**config.mk**
```make
export PLATFORM = sky130hd
export DESIGN_NAME = median_window_loader
export DESIGN_NICKNAME = d
export VERILOG_FILES = /design/src/rtl/median_window_loader.sv
export SDC_FILE = /design/constraint.sdc
export NUM_CORES = 1
export LEC_CHECK = 0
export ABC_AREA = 1
export BUFFER_PORTS_ARGS = -buffer_cell sky130_fd_sc_hd__buf_2
export CELL_PAD_IN_SITES_DETAIL_PLACEMENT = 0
export CELL_PAD_IN_SITES_GLOBAL_PLACEMENT = 1
export CORE_MARGIN = 2
export CORE_UTILIZATION = 40
export CTS_CLUSTER_SIZE = 16
export DETAILED_ROUTE_END_ITERATION = 8
export GPL_TIMING_DRIVEN = 0
export HOLD_SLACK_MARGIN = 0.06
export PLACE_DENSITY = 0.84
export SYNTH_ARGS = -nofsm -noshare
export SYNTH_HDL_FRONTEND = slang
export SYNTH_SLANG_ARGS = --single-unit
```
**constraint.sdc**
```tcl
create_clock -name clk -period 2.2 [get_ports clk]
set_input_delay 0.44 -clock clk [delete_from_list [all_inputs] [get_ports clk]]
set_output_delay 0.44 -clock clk [all_outputs]
set_load 0.01 [all_outputs]
```
**src/rtl/median_window_loader.sv**
```systemverilog
// ---------------------------------------------------------------------------
// median_window_loader
//   Upstream feeder for the 12-input median/sort network. Collects a
//   valid/ready stream of W-bit samples into an N-word sliding window and
//   presents each complete window as one registered, stable vector.
//   Word i of win_data drives sorter input data_i. Consecutive windows are
//   offset by STRIDE samples (STRIDE < N overlaps, STRIDE == N does not).
//
// Handshake rule (both ports): a transfer happens at a rising clk edge when
//   valid && ready are both high. A producer holds valid and data stable
//   until the transfer; ready may depend combinationally on flush/rst_n.
//
// Ports
//   clk        in   1    single clock, rising edge
//   rst_n      in   1    asynchronous, active-low reset
//   in_valid   in   1    upstream sample valid
//   in_ready   out  1    sample accepted this cycle (combinational)
//   in_data    in   W    sample
//   flush      in   1    synchronous discard of partial or complete window
//   win_valid  out  1    win_data holds a complete window
//   win_ready  in   1    downstream consumes the window
//   win_data   out  N*W  word i = win_data[i*W +: W]; word 0 oldest
//   win_seq    out  16   count of windows consumed, modulo 2^16
// ---------------------------------------------------------------------------
module median_window_loader #(
    parameter int N      = 12,
    parameter int W      = 32,
    parameter int STRIDE = 1
) (
    input  logic             clk,
    input  logic             rst_n,
    input  logic             in_valid,
    output logic             in_ready,
    input  logic [W-1:0]     in_data,
    input  logic             flush,
    output logic             win_valid,
    input  logic             win_ready,
    output logic [N*W-1:0]   win_data,
    output logic [15:0]      win_seq
);

    localparam int CW = $clog2(N + 1);

    generate
        if (STRIDE < 1 || STRIDE > N) begin : g_bad_stride
            $error("median_window_loader: STRIDE must be in 1..N");
        end
    endgenerate

    typedef enum logic [1:0] {
        FILL    = 2'd0,
        PRESENT = 2'd1,
        SLIDE   = 2'd2
    } state_t;

    state_t          state;
    logic [CW-1:0]   fill_cnt;
    logic [CW-1:0]   slide_cnt;
    logic [15:0]     seq_q;
    logic            accept;

    // Ready drops immediately on flush or reset so no sample is lost into a
    // window that is being discarded.
    assign in_ready = rst_n && !flush && (state == FILL || state == SLIDE);
    assign accept   = in_valid && in_ready;
    assign win_seq  = seq_q;

    always_ff @(posedge clk or negedge rst_n) begin
        if (!rst_n) begin
            state     <= FILL;
            fill_cnt  <= '0;
            slide_cnt <= '0;
            win_data  <= '0;
            seq_q     <= '0;
            win_valid <= 1'b0;
        end else if (flush) begin
            // Flush beats a simultaneous window handshake: seq_q is untouched.
            state     <= FILL;
            fill_cnt  <= '0;
            slide_cnt <= '0;
            win_data  <= '0;
            win_valid <= 1'b0;
        end else begin
            case (state)
                FILL: begin
                    if (accept) begin
                        // Oldest word falls out at word 0, newest enters at word N-1.
                        win_data <= {in_data, win_data[N*W-1:W]};
                        if (fill_cnt == CW'(N - 1)) begin
                            fill_cnt  <= '0;
                            state     <= PRESENT;
                            win_valid <= 1'b1;
                        end else begin
                            fill_cnt <= fill_cnt + 1'b1;
                        end
                    end
                end
                PRESENT: begin
                    if (win_ready) begin
                        seq_q     <= seq_q + 16'd1;
                        slide_cnt <= '0;
                        state     <= SLIDE;
                        win_valid <= 1'b0;
                    end
                end
                SLIDE: begin
                    if (accept) begin
                        win_data <= {in_data, win_data[N*W-1:W]};
                        if (slide_cnt == CW'(STRIDE - 1)) begin
                            slide_cnt <= '0;
                            state     <= PRESENT;
                            win_valid <= 1'b1;
                        end else begin
                            slide_cnt <= slide_cnt + 1'b1;
                        end
                    end
                end
                default: begin
                    state     <= FILL;
                    fill_cnt  <= '0;
                    slide_cnt <= '0;
                    win_valid <= 1'b0;
                end
            endcase
        end
    end

endmodule

```
==> reports/results.ini, run 1 <==
[run_status]
status=complete, no violations

[place]
io_buffer_count=438
gp_congestion=0.892
place_hpwl_mm=39.9
dp.cells=2481
post-place-ws_ns=-0.992

[synth]
async_reset_ff_share_pct=100
ys_seq_area_share_pct=64.1
netlist_area_sq_um=16000
synth_top_area_cell=dfrtp_1
yosysMostFrequentCell=dfrtp_1
synthAdderAreaFrac_pct=0.626
synth_warnings=0
ys_ff_latch=410
muxShareOfSynthArea_pct=0
synth_compound_area_share_pct=15.7
synth_nets=1560
synth-simple-area-share_pct=5.11
synth_cells=1515
synth_top_family_by_area=compound AO/OA/AOI/OAI gates
yosys.area.top_type_share_pct=64.1
synth_edf_count=0
synthTopCellsByCount=dfrtp_1, inv_1, o22ai_1
synthTopCellsByArea=dfrtp_1, o22ai_1, inv_1, buf_6, nand2_1
synthXorXnorAreaFrac_pct=0.548
synth_ff_type=dfrtp_1
ys_types=25
syn_avg_cell_area_sq_um=10.6

[routing]
drt-initial-drc-count=811
antenna_left=0
drt-vias-per-instance=5.12
drc_errors=0
wire_per_inst_um=21.1
via_count=13200
wirelength_mm=54.2
drtPass1Iterations=5

[clock_network]
cts.clk_slew.worst_paths_ns=0.06
numCtsBuffers=44
root_buffer=clkbuf_16
clock_sinks=410
htree_num_levels=2
cts_tree=done
max-clock-path-buffers=3
worstSkewPairLatency_ns=0.56

[grt]
grt_overflow=0
grtUsageTotal_pct=26.0
grt_antenna_before_repair=0
grt_pass1_vias=13400
grt_max_degree=115
grt_pass1_wl_mm=82.1

[power_and_ir_drop]
power_mw=18.0
powerDensity_nw_per_um2=871
ir_drop_v=0.000612
p_leak_nw=10.6

[timing]
slew_headroom_pct=48.5
setup-violations-final=0
final.setup_skew_ns=0.0145
hold_viol=0
rsz0062_at_grt=false
slew_violations=0
setup_ws_ns=0.0715
finalCriticalPeriod_ns=2.13
finalSetupTns_ns=0
finalCritPeriodShare_pct=96.7
worstMarginPinSlew_ns=0.773
max_freq_mhz=470

[worst_setup_path]
worst-path-buf-inv=3
crit_chain=buf_4 > ha_4 > inv_1 > nand2_1 > and2_4 > buf_2
cp.required_ns=1.76
slowest_stage=dfrtp_1
critPathTopFamily=flip-flops
worstSetupPathType=register to output pin
worst_setup_path_start_kind=register
arrival_ns=1.69
cp-end-kind=output pin
cp_max_fo=4
cp_slowest_stage_delay_ns=0.39

[finish]
final_nets=2054
nFillCells=3603
final_util_pct=52.2
fin_cells=2568
syn_to_final_growth_pct=29.3
drive_above_1_share_pct=30.5

[die]
num_io_pins=439
die_w_um=204
initial_core_util_pct=40.4
fp-row-count=73
die_y_um=204
core-area_sq_um=39600
die_area_sq_um=41600

[min_path]
hp-class=primary input to async pin

[job]
cap_viol_max_count=0

==> stage by stage <==
| step | hold WS (ns) | cell area, sq um |
|---|---|---|
| after floorplan | 0.144 | 16000 |
| after global placement | 0.481 | 18800 |
| after detailed placement | 0.421 | 18900 |
| after CTS | 0.0686 | 20600 |
| after global routing | 0.0795 | 20700 |
| final | 0.0581 | 20700 |
==> report_power, final <==
part           total (mW)  switching (mW)  internal, mW
Clock                7.82            3.07          4.75
Sequential           7.90           0.170          7.73
Combinational        2.29            1.54         0.742
==> worst reg2reg max path, delay by kind of cell, from the launching register on <==
kind	cells	cell delay, ns
DFF	1	0.39
and+or+nand+nor	3	0.38
AOI/OAI and AO/OA	1	0.12
buffers and inverters	4	0.93
adders and majority gates	1	0.17
==> timing repair <==
| item | CTS | global route |
|---|---|---|
| gates cloned | 1 | 0 |
| setup buffers | 1 | 1 |
| gates resized for setup | 10 | 29 |
| pin swaps | 0 | 0 |
| hold endpoints to repair | 66 | 1 |
| setup endpoints to repair | 353 | 244 |
| hold buffers | 4 | 1 |
==> registers in the layout, indices dropped and copies added (netlist names) <==
name / cells
fill_cnt: 4
slide_cnt: 4
state: 2
win_data: 384
win_seq: 16
==> area by class of cell <==
class | count | area [sq um] | area share [%]
timing repair buffer | 449 | 2420 | 11.7
buffer | 88 | 729 | 3.53
tap | 525 | 657 | 3.18
sequential | 410 | 10300 | 49.6
clock buffer | 64 | 1320 | 6.37
antenna | 1 | 2.50 | 0.0121
multi-input combinational | 607 | 3540 | 17.1
inverter | 409 | 1540 | 7.42
clock inverter | 15 | 218 | 1.05
==> routing by layer <==
layer  up-vias  track usage, %  wire length (um)  share of wire, %
li1       5965               -                 -                 -
met1      6599            35.1             23300                43
met2       475            40.0             24600                45
met3       113            7.10              4280               7.9
met4         0            10.4              2020               3.7
met5         -               0                 0                 0
==> path summary, 6_finish.rpt <==
kind,from,end,slack [ns],cells after the start
setup / recovery,state[1]$_DFFE_PN0P_,in_ready,0.07,6
hold / removal,rst_n,win_data[302]$_DFFE_PN0P_,0.06,3
setup reg to reg,state[1]$_DFFE_PN0P_,win_data[254]$_DFFE_PN0P_,0.10,9
hold reg to reg,state[1]$_DFFE_PN0P_,state[1]$_DFFE_PN0P_,0.51,2
max in group asynchronous,rst_n,win_data[18]$_DFFE_PN0P_,0.96,4
min in group clk,in_data[2],win_data[354]$_DFFE_PN0P_,0.13,3
==> cells in the final DEF (no fill, tap or decap), types with 13 or more instances in the layout <==
cell type / instances
buf_2: 444
dfrtp_1: 410
inv_1: 405
o22ai_1: 330
nand2_1: 88
nand3_1: 47
o21ai_0: 47
clkbuf_16: 45
nor2_1: 42
buf_6: 36
buf_4: 23
o22ai_2: 13
==> cells by family after synthesis <==
kind of cell / Yosys count
compound gates: 399
simple gates: 190
buf+inv: 498
flops: 410
fa+ha+maj: 8
xor+xnor: 10
(Power assumes the default switching activity.)
==> inputs of run 2 (changes only) <==
CORE_UTILIZATION = 41   (was 40)
CTS_BUF_LIST = sky130_fd_sc_hd__clkbuf_8   (was not set)
PLACE_DENSITY = 0.85   (was 0.84)
SKIP_LAST_GASP = 1   (was not set)
==> run 2 against run 1 <==
Effect of this change:
- the run now ends with hold timing left
- final cell count rose by 2.1%
- combinational power barely moved
- design area did not move
- non-clock buffer count rose by 19
- clock power fell by 11%
- die area fell by 2.4%
- largest power group unchanged
==> reports/results.ini, run 2 (synthesis results as in run 1) <==
[run_status]
status=finished with violations
violations=hold timing

[finish]
syn_to_final_growth_pct=29.3
drive_above_1_share_pct=31.0
diodes=0
largest-register=win_data
final_common_cell=buf_2
layout_common_cells=buf_2, inv_1, dfrtp_1, o22ai_1, clkbuf_8
final_nets=2100
final_util_pct=53.6
largest_reg_flops=384

[timing]
max_freq_mhz=466
finalCritPeriodShare_pct=97.5
slew_violations=0
setup_ws_ns=0.0559
setup-violations-final=0
finalCriticalPeriod_ns=2.14
hold_viol=107
final.setup_skew_ns=0.0205
slew_headroom_pct=48.9
hold_slack_ns=-0.176
rsz0062_at_grt=true
worstMarginPinSlew_ns=0.767

[job]
cap_viol_max_count=0

[worst_setup_path]
r2r_cells=9
crit_chain=buf_6 > ha_4 > inv_2 > nand2_2 > and2_4 > buf_6
cpMostUsedCell=buf_6
worst-r2r-setup-slack_ns=0.11
cp.depth=6
worst-path-buf-inv=3
cp-end-kind=output pin
critPathTopFamily=flip-flops
cp_slowest_stage_delay_ns=0.41
cp.required_ns=1.76
cp_max_fo=3
worst_setup_path_start_kind=register
arrival_ns=1.70
slowest_stage=dfrtp_1
worstSetupPathType=register to output pin

[power_and_ir_drop]
p_leak_nw=10.7
powerDensity_nw_per_um2=833
ir_drop_v=0.000456

[die]
die_area_sq_um=40600
fp-row-count=72
die_y_um=202
die_w_um=202
initial_core_util_pct=41.5
core-area_sq_um=38600
num_io_pins=439

[routing]
wire_per_inst_um=20.7
drtPass1Iterations=5
drc_errors=0
drt-vias-per-instance=5.11
via_count=13400
antenna_left=0
drt-initial-drc-count=644
wirelength_mm=54.3

[grt]
grt_pass1_vias=14200
grt_antenna_before_repair=0
grt_overflow=0
grt_max_degree=122
grt_pass1_wl_mm=82.9
grtUsageTotal_pct=26.6

[clock_network]
numCtsBuffers=71
cts.clk_slew.worst_paths_ns=0.06
max-clock-path-buffers=3
worstSkewPairLatency_ns=0.61
root_buffer=clkbuf_8
clock_sinks=410
cts_tree=done
htree_num_levels=3
postCtsHoldBufs=24

[min_path]
hp-class=primary input to async pin

[place]
io_buffer_count=438
gp_congestion=0.874
post-place-ws_ns=-0.650
place_hpwl_mm=39.8

[run 2: changes by cell type in the layout (fill, tap and decap cells not counted), sizes merged]
cell / previous run / this run
buf: 510 / 513
inv: 410 / 430
clkinvlp: 1 / 2
clkbuf: 87 / 108
dlygate4sd3: 3 / 24
bufbuf: 1 / 0
bufinv: 5 / 2
clkinv: 8 / 7
diode: 1 / 0
[run 2: final cells by class]
class,count,area (sq um)
inverters,409,1540
clock buffers,89,1220
fillers,3533,17900
multi-input cells,607,3530
well taps,518,648
clock inverters,32,193
flip-flops and latches,410,10300
repair buffers,468,2560
plain buffers,88,721
[run 2: worst paths after layout]
check | startpoint | end
max | state[1]$_DFFE_PN0P_ | in_ready
min | rst_n | win_data[327]$_DFFE_PN0P_
max reg2reg | state[1]$_DFFE_PN0P_ | win_data[13]$_DFFE_PN0P_
min reg2reg | win_data[9]$_DFFE_PN0P_ | win_data[9]$_DFFE_PN0P_
max in group asynchronous | rst_n | win_data[81]$_DFFE_PN0P_
min in group clk | in_data[31] | win_data[383]$_DFFE_PN0P_
[run 2: power breakdown]
| part | total [mW] | internal, mW | switching, mW |
|---|---|---|---|
| clock network | 6.99 | 3.86 | 3.13 |
| logic | 2.31 | 0.768 | 1.55 |
| registers | 7.91 | 7.74 | 0.177 |
| total | 17.2 | 12.4 | 4.85 |
[run 2: stage by stage]
step	std cells	power (mW)	area (sq um)	setup TNS (ns)
after global placement	2471	10.1	18800	-5651.35
final	2621	17.2	20700	0
after global routing	2621	17.9	20700	-0.0250
after CTS	2622	17.4	20700	0
after floorplan	1515	9.26	16000	0
after detailed placement	2474	10.2	18900	-185.14
[run 2: layer usage]
metal	vias to the layer above	part of all wire (%)	global-route usage, %	wire, um
met5	-	0	0	0
met4	0	3.4	10.8	1820
met3	106	7.9	7.81	4270
met2	516	46	41.9	25100
met1	6722	43	34.5	23100
li1	6056	-	-	-
[run 2: what timing repair did]
action,CTS,global route
buffers inserted,3,0
endpoints found under the hold margin,131,107
resized for setup,19,21
setup endpoints to repair,351,192
pin swaps,1,2
cloned,0,0
